===== src/rtl/nnrv_mem_arb_if.sv =====
// nnrv memory arbiter bus bundle: fetch, load/store and RAM ports.
// slave is the arbiter's view, master is the core/RAM side.
interface nnrv_mem_arb_if #(
  parameter int ADDR_WIDTH = 8,
  parameter int XLEN       = 32
);
  logic                  i_if_req;
  logic [ADDR_WIDTH-1:0] i_if_addr;
  logic                  o_if_gnt;
  logic                  o_if_rvalid;
  logic [XLEN-1:0]       o_if_rdata;

  logic                  i_ls_req;
  logic                  i_ls_we;
  logic [ADDR_WIDTH-1:0] i_ls_addr;
  logic [3:0]            i_ls_mask;
  logic [XLEN-1:0]       i_ls_wdata;
  logic                  o_ls_gnt;
  logic                  o_ls_rvalid;
  logic [XLEN-1:0]       o_ls_rdata;

  logic [ADDR_WIDTH-1:0] o_ram_rd_addr;
  logic                  o_ram_rd_en;
  logic [3:0]            o_ram_rd_mask;
  logic [XLEN-1:0]       i_ram_rd_data;
  logic [ADDR_WIDTH-1:0] o_ram_wr_addr;
  logic                  o_ram_wr_en;
  logic [3:0]            o_ram_wr_mask;
  logic [XLEN-1:0]       o_ram_wr_data;

  modport slave (
    input  i_if_req, i_if_addr,
    output o_if_gnt, o_if_rvalid, o_if_rdata,
    input  i_ls_req, i_ls_we, i_ls_addr,
    input  i_ls_mask, i_ls_wdata,
    output o_ls_gnt, o_ls_rvalid, o_ls_rdata,
    output o_ram_rd_addr, o_ram_rd_en,
    output o_ram_rd_mask,
    input  i_ram_rd_data,
    output o_ram_wr_addr, o_ram_wr_en,
    output o_ram_wr_mask, o_ram_wr_data
  );

  modport master (
    output i_if_req, i_if_addr,
    input  o_if_gnt, o_if_rvalid, o_if_rdata,
    output i_ls_req, i_ls_we, i_ls_addr,
    output i_ls_mask, i_ls_wdata,
    input  o_ls_gnt, o_ls_rvalid, o_ls_rdata,
    input  o_ram_rd_addr, o_ram_rd_en,
    input  o_ram_rd_mask,
    output i_ram_rd_data,
    input  o_ram_wr_addr, o_ram_wr_en,
    input  o_ram_wr_mask, o_ram_wr_data
  );
endinterface


===== src/rtl/nnrv_mem_arb.sv =====
// nnrv memory arbiter: shares one RAM read port between fetch and loads,
// stores go straight to the write port; fetch has bounded starvation.
module nnrv_mem_arb #(
  parameter int ADDR_WIDTH = 8,
  parameter int XLEN       = 32,
  parameter int STARVE_MAX = 4
) (
  input logic           i_clk,
  input logic           i_rst,
  nnrv_mem_arb_if.slave bus
);

  typedef enum logic [1:0] {
    IDLE   = 2'd0,
    OWN_IF = 2'd1,
    OWN_LS = 2'd2
  } own_e;

  localparam logic [3:0] SMAX = 4'(STARVE_MAX);

  own_e state_q;
  own_e state_d;

  logic [3:0]            starve_cnt;
  logic                  st_req;
  logic                  ld_req;
  logic                  force_if;
  logic                  if_gnt;
  logic                  ld_gnt;
  logic                  st_gnt;
  logic [ADDR_WIDTH-1:0] rd_addr;
  logic [3:0]            rd_mask;
  logic [XLEN-1:0]       rd_data;

  always_comb begin
    st_req   = bus.i_ls_req & bus.i_ls_we;
    ld_req   = bus.i_ls_req & ~bus.i_ls_we;
    force_if = (starve_cnt == SMAX);
  end

  // Read grant: load wins contention until fetch has waited SMAX cycles.
  always_comb begin
    if_gnt = 1'b0;
    ld_gnt = 1'b0;
    st_gnt = 1'b0;
    if (!i_rst) begin
      st_gnt = st_req;
      unique case (1'b1)
        (bus.i_if_req & (~ld_req | force_if)):
          if_gnt = 1'b1;
        (ld_req & (~bus.i_if_req | ~force_if)):
          ld_gnt = 1'b1;
        default: ;
      endcase
    end
  end

  always_ff @(posedge i_clk or posedge i_rst) begin
    if (i_rst) begin
      starve_cnt <= '0;
    end else if (bus.i_if_req & ~if_gnt) begin
      if (starve_cnt != SMAX)
        starve_cnt <= starve_cnt + 4'd1;
    end else begin
      starve_cnt <= '0;
    end
  end

  always_ff @(posedge i_clk or posedge i_rst) begin
    if (i_rst)
      state_q <= IDLE;
    else
      state_q <= state_d;
  end

  always_comb begin
    state_d = IDLE;
    unique case (1'b1)
      if_gnt:  state_d = OWN_IF;
      ld_gnt:  state_d = OWN_LS;
      default: state_d = IDLE;
    endcase
  end

  always_comb begin
    bus.o_if_rvalid = (state_q == OWN_IF);
    bus.o_ls_rvalid = (state_q == OWN_LS);
  end

  always_comb begin
    rd_addr = '0;
    rd_mask = 4'b0000;
    unique case (1'b1)
      if_gnt: begin
        rd_addr = bus.i_if_addr;
        rd_mask = 4'b1111;
      end
      ld_gnt: begin
        rd_addr = bus.i_ls_addr;
        rd_mask = bus.i_ls_mask;
      end
      default: ;
    endcase
  end

  // No store-to-read forwarding: a same-cycle read sees the old word.
  always_comb begin
    rd_data           = bus.i_ram_rd_data;
    bus.o_if_gnt      = if_gnt;
    bus.o_ls_gnt      = ld_gnt | st_gnt;
    bus.o_if_rdata    = rd_data;
    bus.o_ls_rdata    = rd_data;
    bus.o_ram_rd_en   = if_gnt | ld_gnt;
    bus.o_ram_rd_addr = rd_addr;
    bus.o_ram_rd_mask = rd_mask;
    bus.o_ram_wr_en   = st_gnt;
    bus.o_ram_wr_addr = bus.i_ls_addr;
    bus.o_ram_wr_mask = bus.i_ls_mask;
    bus.o_ram_wr_data = bus.i_ls_wdata;
  end

endmodule


===== src/flat_wrapper.sv =====
// flat-port wrapper written by rule: the top's interface ports become plain ports
module nnrv_mem_arb_flat 
#(
  parameter int ADDR_WIDTH = 8,
  parameter int XLEN       = 32,
  parameter int STARVE_MAX = 4
)
  (i_clk, i_rst, bus_i_if_req, bus_i_if_addr, bus_o_if_gnt, bus_o_if_rvalid, bus_o_if_rdata, bus_i_ls_req, bus_i_ls_we, bus_i_ls_addr, bus_i_ls_mask, bus_i_ls_wdata, bus_o_ls_gnt, bus_o_ls_rvalid, bus_o_ls_rdata, bus_o_ram_rd_addr, bus_o_ram_rd_en, bus_o_ram_rd_mask, bus_i_ram_rd_data, bus_o_ram_wr_addr, bus_o_ram_wr_en, bus_o_ram_wr_mask, bus_o_ram_wr_data);
  nnrv_mem_arb_if #(.ADDR_WIDTH(ADDR_WIDTH), .XLEN(XLEN)) bus_i ();
  input logic i_clk;
  input logic i_rst;
  input wire logic [$bits(bus_i.i_if_req)-1:0] bus_i_if_req;
  input wire logic [$bits(bus_i.i_if_addr)-1:0] bus_i_if_addr;
  output wire logic [$bits(bus_i.o_if_gnt)-1:0] bus_o_if_gnt;
  output wire logic [$bits(bus_i.o_if_rvalid)-1:0] bus_o_if_rvalid;
  output wire logic [$bits(bus_i.o_if_rdata)-1:0] bus_o_if_rdata;
  input wire logic [$bits(bus_i.i_ls_req)-1:0] bus_i_ls_req;
  input wire logic [$bits(bus_i.i_ls_we)-1:0] bus_i_ls_we;
  input wire logic [$bits(bus_i.i_ls_addr)-1:0] bus_i_ls_addr;
  input wire logic [$bits(bus_i.i_ls_mask)-1:0] bus_i_ls_mask;
  input wire logic [$bits(bus_i.i_ls_wdata)-1:0] bus_i_ls_wdata;
  output wire logic [$bits(bus_i.o_ls_gnt)-1:0] bus_o_ls_gnt;
  output wire logic [$bits(bus_i.o_ls_rvalid)-1:0] bus_o_ls_rvalid;
  output wire logic [$bits(bus_i.o_ls_rdata)-1:0] bus_o_ls_rdata;
  output wire logic [$bits(bus_i.o_ram_rd_addr)-1:0] bus_o_ram_rd_addr;
  output wire logic [$bits(bus_i.o_ram_rd_en)-1:0] bus_o_ram_rd_en;
  output wire logic [$bits(bus_i.o_ram_rd_mask)-1:0] bus_o_ram_rd_mask;
  input wire logic [$bits(bus_i.i_ram_rd_data)-1:0] bus_i_ram_rd_data;
  output wire logic [$bits(bus_i.o_ram_wr_addr)-1:0] bus_o_ram_wr_addr;
  output wire logic [$bits(bus_i.o_ram_wr_en)-1:0] bus_o_ram_wr_en;
  output wire logic [$bits(bus_i.o_ram_wr_mask)-1:0] bus_o_ram_wr_mask;
  output wire logic [$bits(bus_i.o_ram_wr_data)-1:0] bus_o_ram_wr_data;
  assign bus_i.i_if_req = bus_i_if_req;
  assign bus_i.i_if_addr = bus_i_if_addr;
  assign bus_o_if_gnt = bus_i.o_if_gnt;
  assign bus_o_if_rvalid = bus_i.o_if_rvalid;
  assign bus_o_if_rdata = bus_i.o_if_rdata;
  assign bus_i.i_ls_req = bus_i_ls_req;
  assign bus_i.i_ls_we = bus_i_ls_we;
  assign bus_i.i_ls_addr = bus_i_ls_addr;
  assign bus_i.i_ls_mask = bus_i_ls_mask;
  assign bus_i.i_ls_wdata = bus_i_ls_wdata;
  assign bus_o_ls_gnt = bus_i.o_ls_gnt;
  assign bus_o_ls_rvalid = bus_i.o_ls_rvalid;
  assign bus_o_ls_rdata = bus_i.o_ls_rdata;
  assign bus_o_ram_rd_addr = bus_i.o_ram_rd_addr;
  assign bus_o_ram_rd_en = bus_i.o_ram_rd_en;
  assign bus_o_ram_rd_mask = bus_i.o_ram_rd_mask;
  assign bus_i.i_ram_rd_data = bus_i_ram_rd_data;
  assign bus_o_ram_wr_addr = bus_i.o_ram_wr_addr;
  assign bus_o_ram_wr_en = bus_i.o_ram_wr_en;
  assign bus_o_ram_wr_mask = bus_i.o_ram_wr_mask;
  assign bus_o_ram_wr_data = bus_i.o_ram_wr_data;
  nnrv_mem_arb #(.ADDR_WIDTH(ADDR_WIDTH), .XLEN(XLEN), .STARVE_MAX(STARVE_MAX)) u_core (.i_clk(i_clk), .i_rst(i_rst), .bus(bus_i));
endmodule

===== config.mk =====
export PLATFORM = sky130hd
export DESIGN_NAME = nnrv_mem_arb_flat
export DESIGN_NICKNAME = d
export VERILOG_FILES = /design/src/rtl/nnrv_mem_arb_if.sv /design/src/rtl/nnrv_mem_arb.sv /design/src/flat_wrapper.sv
export SDC_FILE = /design/constraint.sdc
export NUM_CORES = 1
export LEC_CHECK = 0
export CORE_MARGIN = 4
export CORE_UTILIZATION = 26
export CTS_BUF_LIST = sky130_fd_sc_hd__clkbuf_8
export CTS_CLUSTER_SIZE = 30
export DETAILED_ROUTE_END_ITERATION = 10
export GPL_TIMING_DRIVEN = 0
export MAX_ROUTING_LAYER = met4
export PLACE_DENSITY = 0.89
export SYNTH_ARGS = -nofsm -noshare
export SYNTH_HDL_FRONTEND = slang
export SYNTH_SLANG_ARGS = --single-unit

===== constraint.sdc =====
create_clock -name i_clk -period 2.6 [get_ports i_clk]
set_input_delay 0.39 -clock i_clk [delete_from_list [all_inputs] [get_ports i_clk]]
set_output_delay 0.39 -clock i_clk [all_outputs]
set_load 0.01 [all_outputs]

==> flow_metrics.env <==
export IMPL_status="complete, no violations"
export IMPL_drt_iter0_drc=34
export IMPL_die_width_um=82.78
export IMPL_htreeDepth=1
export IMPL_gp_routability_congestion=0.7419
export IMPL_fin_crit_sh=0.9565
export IMPL_portBuffers=148
export IMPL_area_growth_pct=114.4
export IMPL_synth_area_sq_um=1454
export IMPL_antenna_found_initial=0
export IMPL_cts_tree="built"
export IMPL_fin_nets=439
export IMPL_cellPowerDensity_nw_per_um2=236.3
export IMPL_grt_pass1_vias=1568
export IMPL_hpwl_mm=5.015
export IMPL_placeableCoreArea_sq_um=5270
export IMPL_yosys_cell_types_count=29
export IMPL_instances_no_fill=416
export IMPL_cts_root_buf="clkbuf_8"
export IMPL_clkSlewWorstSetupHoldPaths_ps=40
export IMPL_dr_pass1_iters=4
export IMPL_setup_slack_ps=113.2
export IMPL_grt_total_usage=0.1445
export IMPL_crit_path_end_kind="output port"
export IMPL_cap_violations=0
export IMPL_synth_top_family_by_area="buffers and inverters"
export IMPL_hp_class="primary input to asynchronous set/reset pin"
export IMPL_critical_path_max_fanout=9
export IMPL_avgSynthCellArea_sq_um=7.733
export IMPL_final_max_slew_viol_count=0
export IMPL_ant_nets=0
export IMPL_crit_chain="inv_1 -> ha_1 -> and3b_1 -> buf_6 -> o21ai_4 -> buf_8 -> nor2_1 -> clkdlybuf4s50_1"
export IMPL_synth_simple_area_share=0.09122
export IMPL_worst_path_max_delay_cell="clkdlybuf4s50_1"
export IMPL_cp_arrival_ps=2100
export IMPL_setup_viol=0
export IMPL_routed_wl_mm=5.652
export IMPL_row_count=26
export IMPL_cts_inserted_buffers=3
export IMPL_tightestPinTransition_ps=463.7
export IMPL_cpLargestDelayFamily="buffers and inverters"
export IMPL_ys_ff_latch=6
export IMPL_synth_compound_area_share=0.1540
export IMPL_synth_xor_area_frac=0.006024
export IMPL_synth_adder_area_share=0.01721
export IMPL_cpPeakStageDelay_ps=490
export IMPL_num_vias=1658
export IMPL_dp_cells=406
export IMPL_grt_max_degree=16
export IMPL_critPathRequiredTime_ps=2210
export IMPL_hold_violations=0
export IMPL_ir_drop_mv=0.1748
export IMPL_total_leakage_power_nw=1.525
export IMPL_dieArea_sq_um=6853
export IMPL_chipHeight_um=82.78
export IMPL_routed_via_density=3.986
export IMPL_max_freq_mhz=402.1
export IMPL_place_ws_ps=-42.76
export IMPL_grt_overflow_total=0
export IMPL_timing_hold_ws_ps=353.9
export IMPL_start_util=0.2759
export IMPL_synth_nets=279
export IMPL_synth_cells=188
export IMPL_cts_sinks=6
export IMPL_io_pins=215
export IMPL_drive_above_1_share=0.3931
export IMPL_period_minus_slack_ps=2487
export IMPL_slew_headroom=0.6902
export IMPL_diodes=0
export IMPL_synth_warnings=0
export IMPL_clock_latency_ps=220
export IMPL_avgRoutedWirePerCell_um=13.59
export IMPL_total_power_mw=0.7365
export IMPL_drc=0
export IMPL_synthMuxAreaShare=0.007745
export IMPL_criticalPathCategory="flip-flop to output port"
export IMPL_cts_buffer_depth=2
export IMPL_ys_seq_area_frac=0.1033
export IMPL_crit_buf_inv=4
export IMPL_grt_setup_unrepaired="no"
export IMPL_startpoint_type="flip-flop"
export IMPL_grt_pass1_wl_mm=7.431
export IMPL_skew_ps=3.041
cell usage after synthesis:
| library cell | n | area (sq um) |
|---|---|---|
| a32o_1 | 1 | 10.01 |
| a21o_4 | 1 | 15.01 |
| nor3_1 | 1 | 5.000 |
| dfrtp_1 | 6 | 150.1 |
| nand3_1 | 2 | 10.01 |
| inv_2 | 1 | 3.750 |
| o21ai_1 | 1 | 5.000 |
| o32ai_1 | 4 | 35.03 |
| a21oi_1 | 1 | 5.000 |
| xor2_1 | 1 | 8.760 |
| a31oi_1 | 1 | 6.260 |
| o21ai_4 | 1 | 16.27 |
| inv_1 | 12 | 45.04 |
| a21boi_1 | 1 | 7.510 |
| nor2b_1 | 3 | 18.77 |
| a21oi_2 | 4 | 35.03 |
| buf_4 | 108 | 810.8 |
| mux2_2 | 1 | 11.26 |
| a211oi_1 | 2 | 15.01 |
| nand2_1 | 13 | 48.80 |
| nor2_1 | 6 | 22.52 |
| a211o_1 | 1 | 8.760 |
| nand2b_1 | 2 | 12.51 |
| buf_2 | 4 | 20.02 |
| buf_6 | 2 | 22.52 |
| and3_1 | 1 | 6.260 |
| and3b_1 | 1 | 8.760 |
| ha_1 | 2 | 25.02 |
| o32ai_2 | 4 | 65.06 |
cells in the final DEF, fill, tap and decap left out, drive strengths merged:
cell           Yosys  routed
nand3              2       2
dfrtp              6       6
ha                 2       2
clkbuf             0       3
a31oi              1       1
nand2             13      13
a211o              1       1
nor3               1       1
nor2               6       6
a21o               1       1
dlymetal6s2s       0       3
o21ai              2       2
dlygate4sd2        0       9
clkdlybuf4s50      0     136
o32ai              8       8
nor2b              3       3
nand2b             2       2
xor2               1       1
a32o               1       1
and3b              1       1
a21oi              5       5
and3               1       1
inv               13      13
a211oi             2       2
buf              114     121
mux2               1       1
a21boi             1       1
worst register-to-register path: stages, from the launching register on:
cell and delay, ps:
dfrtp_1 390, inv_1 70, ha_1 210, and3b_1 190
buf_6 140, o21ai_4 200, buf_8 150, buf_4 110
nor2_1 30
layout make-up:
class / count / area [sq um]
inverters: 13 / 48.80
multi-input cells: 55 / 401.6
plain buffers: 114 / 857.1
well taps: 70 / 87.58
repair buffers: 155 / 1530
flip-flops and latches: 6 / 150.1
fillers: 492 / 2153
clock buffers: 3 / 41.29
report_power, final:
part	total [mW]	switching, mW	internal [mW]
Sequential	0.101	0.00313	0.0977
Clock	0.137	0.0378	0.0993
Combinational	0.499	0.170	0.329
cell families (layout without fill, tap and decap cells):
group           count (synthesis)  count (layout)
fa+ha+maj                       2               2
simple gates                   29              29
flops                           6               6
mux                             1               1
buf+inv                       127             285
compound gates                 22              22
xor+xnor                        1               1
state kept, by name, summed over array words and instances, names as in the netlist:
register and cells:
u_core.starve_cnt 4, u_core.state_q 2
layer usage:
layer | track usage | wire (um) | up-vias | part of all wire
met1 | 0.1612 | 1880 | 757 | 0.33
li1 | - | - | 807 | -
met2 | 0.2748 | 3306 | 92 | 0.58
met4 | 0.01471 | 12 | 0 | 0.0021
met3 | 0.02700 | 452 | 2 | 0.080
met5 | - | 0 | - | 0
path summary, 6_finish.rpt:
path	slack, ps	start	depth (start not counted)	endpoint
worst max-delay path	110	u_core.starve_cnt[0]	8	bus_o_if_gnt
worst min-delay path	350	i_rst	3	u_core.starve_cnt[0]
worst max register to register	990	u_core.starve_cnt[0]	8	u_core.state_q[0]
worst min register to register	500	u_core.starve_cnt[2]	1	u_core.starve_cnt[2]
max in group asynchronous	2010	i_rst	3	u_core.state_q[0]
min in group i_clk	500	u_core.starve_cnt[2]	1	u_core.starve_cnt[2]
repair_timing:
item / in CTS / in global routing
hold buffers: 0 / 0
endpoints found under the setup margin: 13 / 4
resized for setup: 10 / 3
setup buffers: 0 / 7
pin swaps: 1 / 1
per-stage QoR:
| step | setup TNS (ps) | utilization | area, sq um |
|---|---|---|---|
| 6_report | 0 | 0.5914 | 3117 |
| 3_5_place_dp | -161.0 | 0.5736 | 3023 |
| 2_1_floorplan | 0 | - | 1454 |
| 3_3_place_gp | -74.75 | 0.5736 | 3023 |
| 5_1_grt | 0 | 0.5914 | 3117 |
| 4_1_cts | 0 | 0.5800 | 3057 |
(Power assumes the default switching activity.)
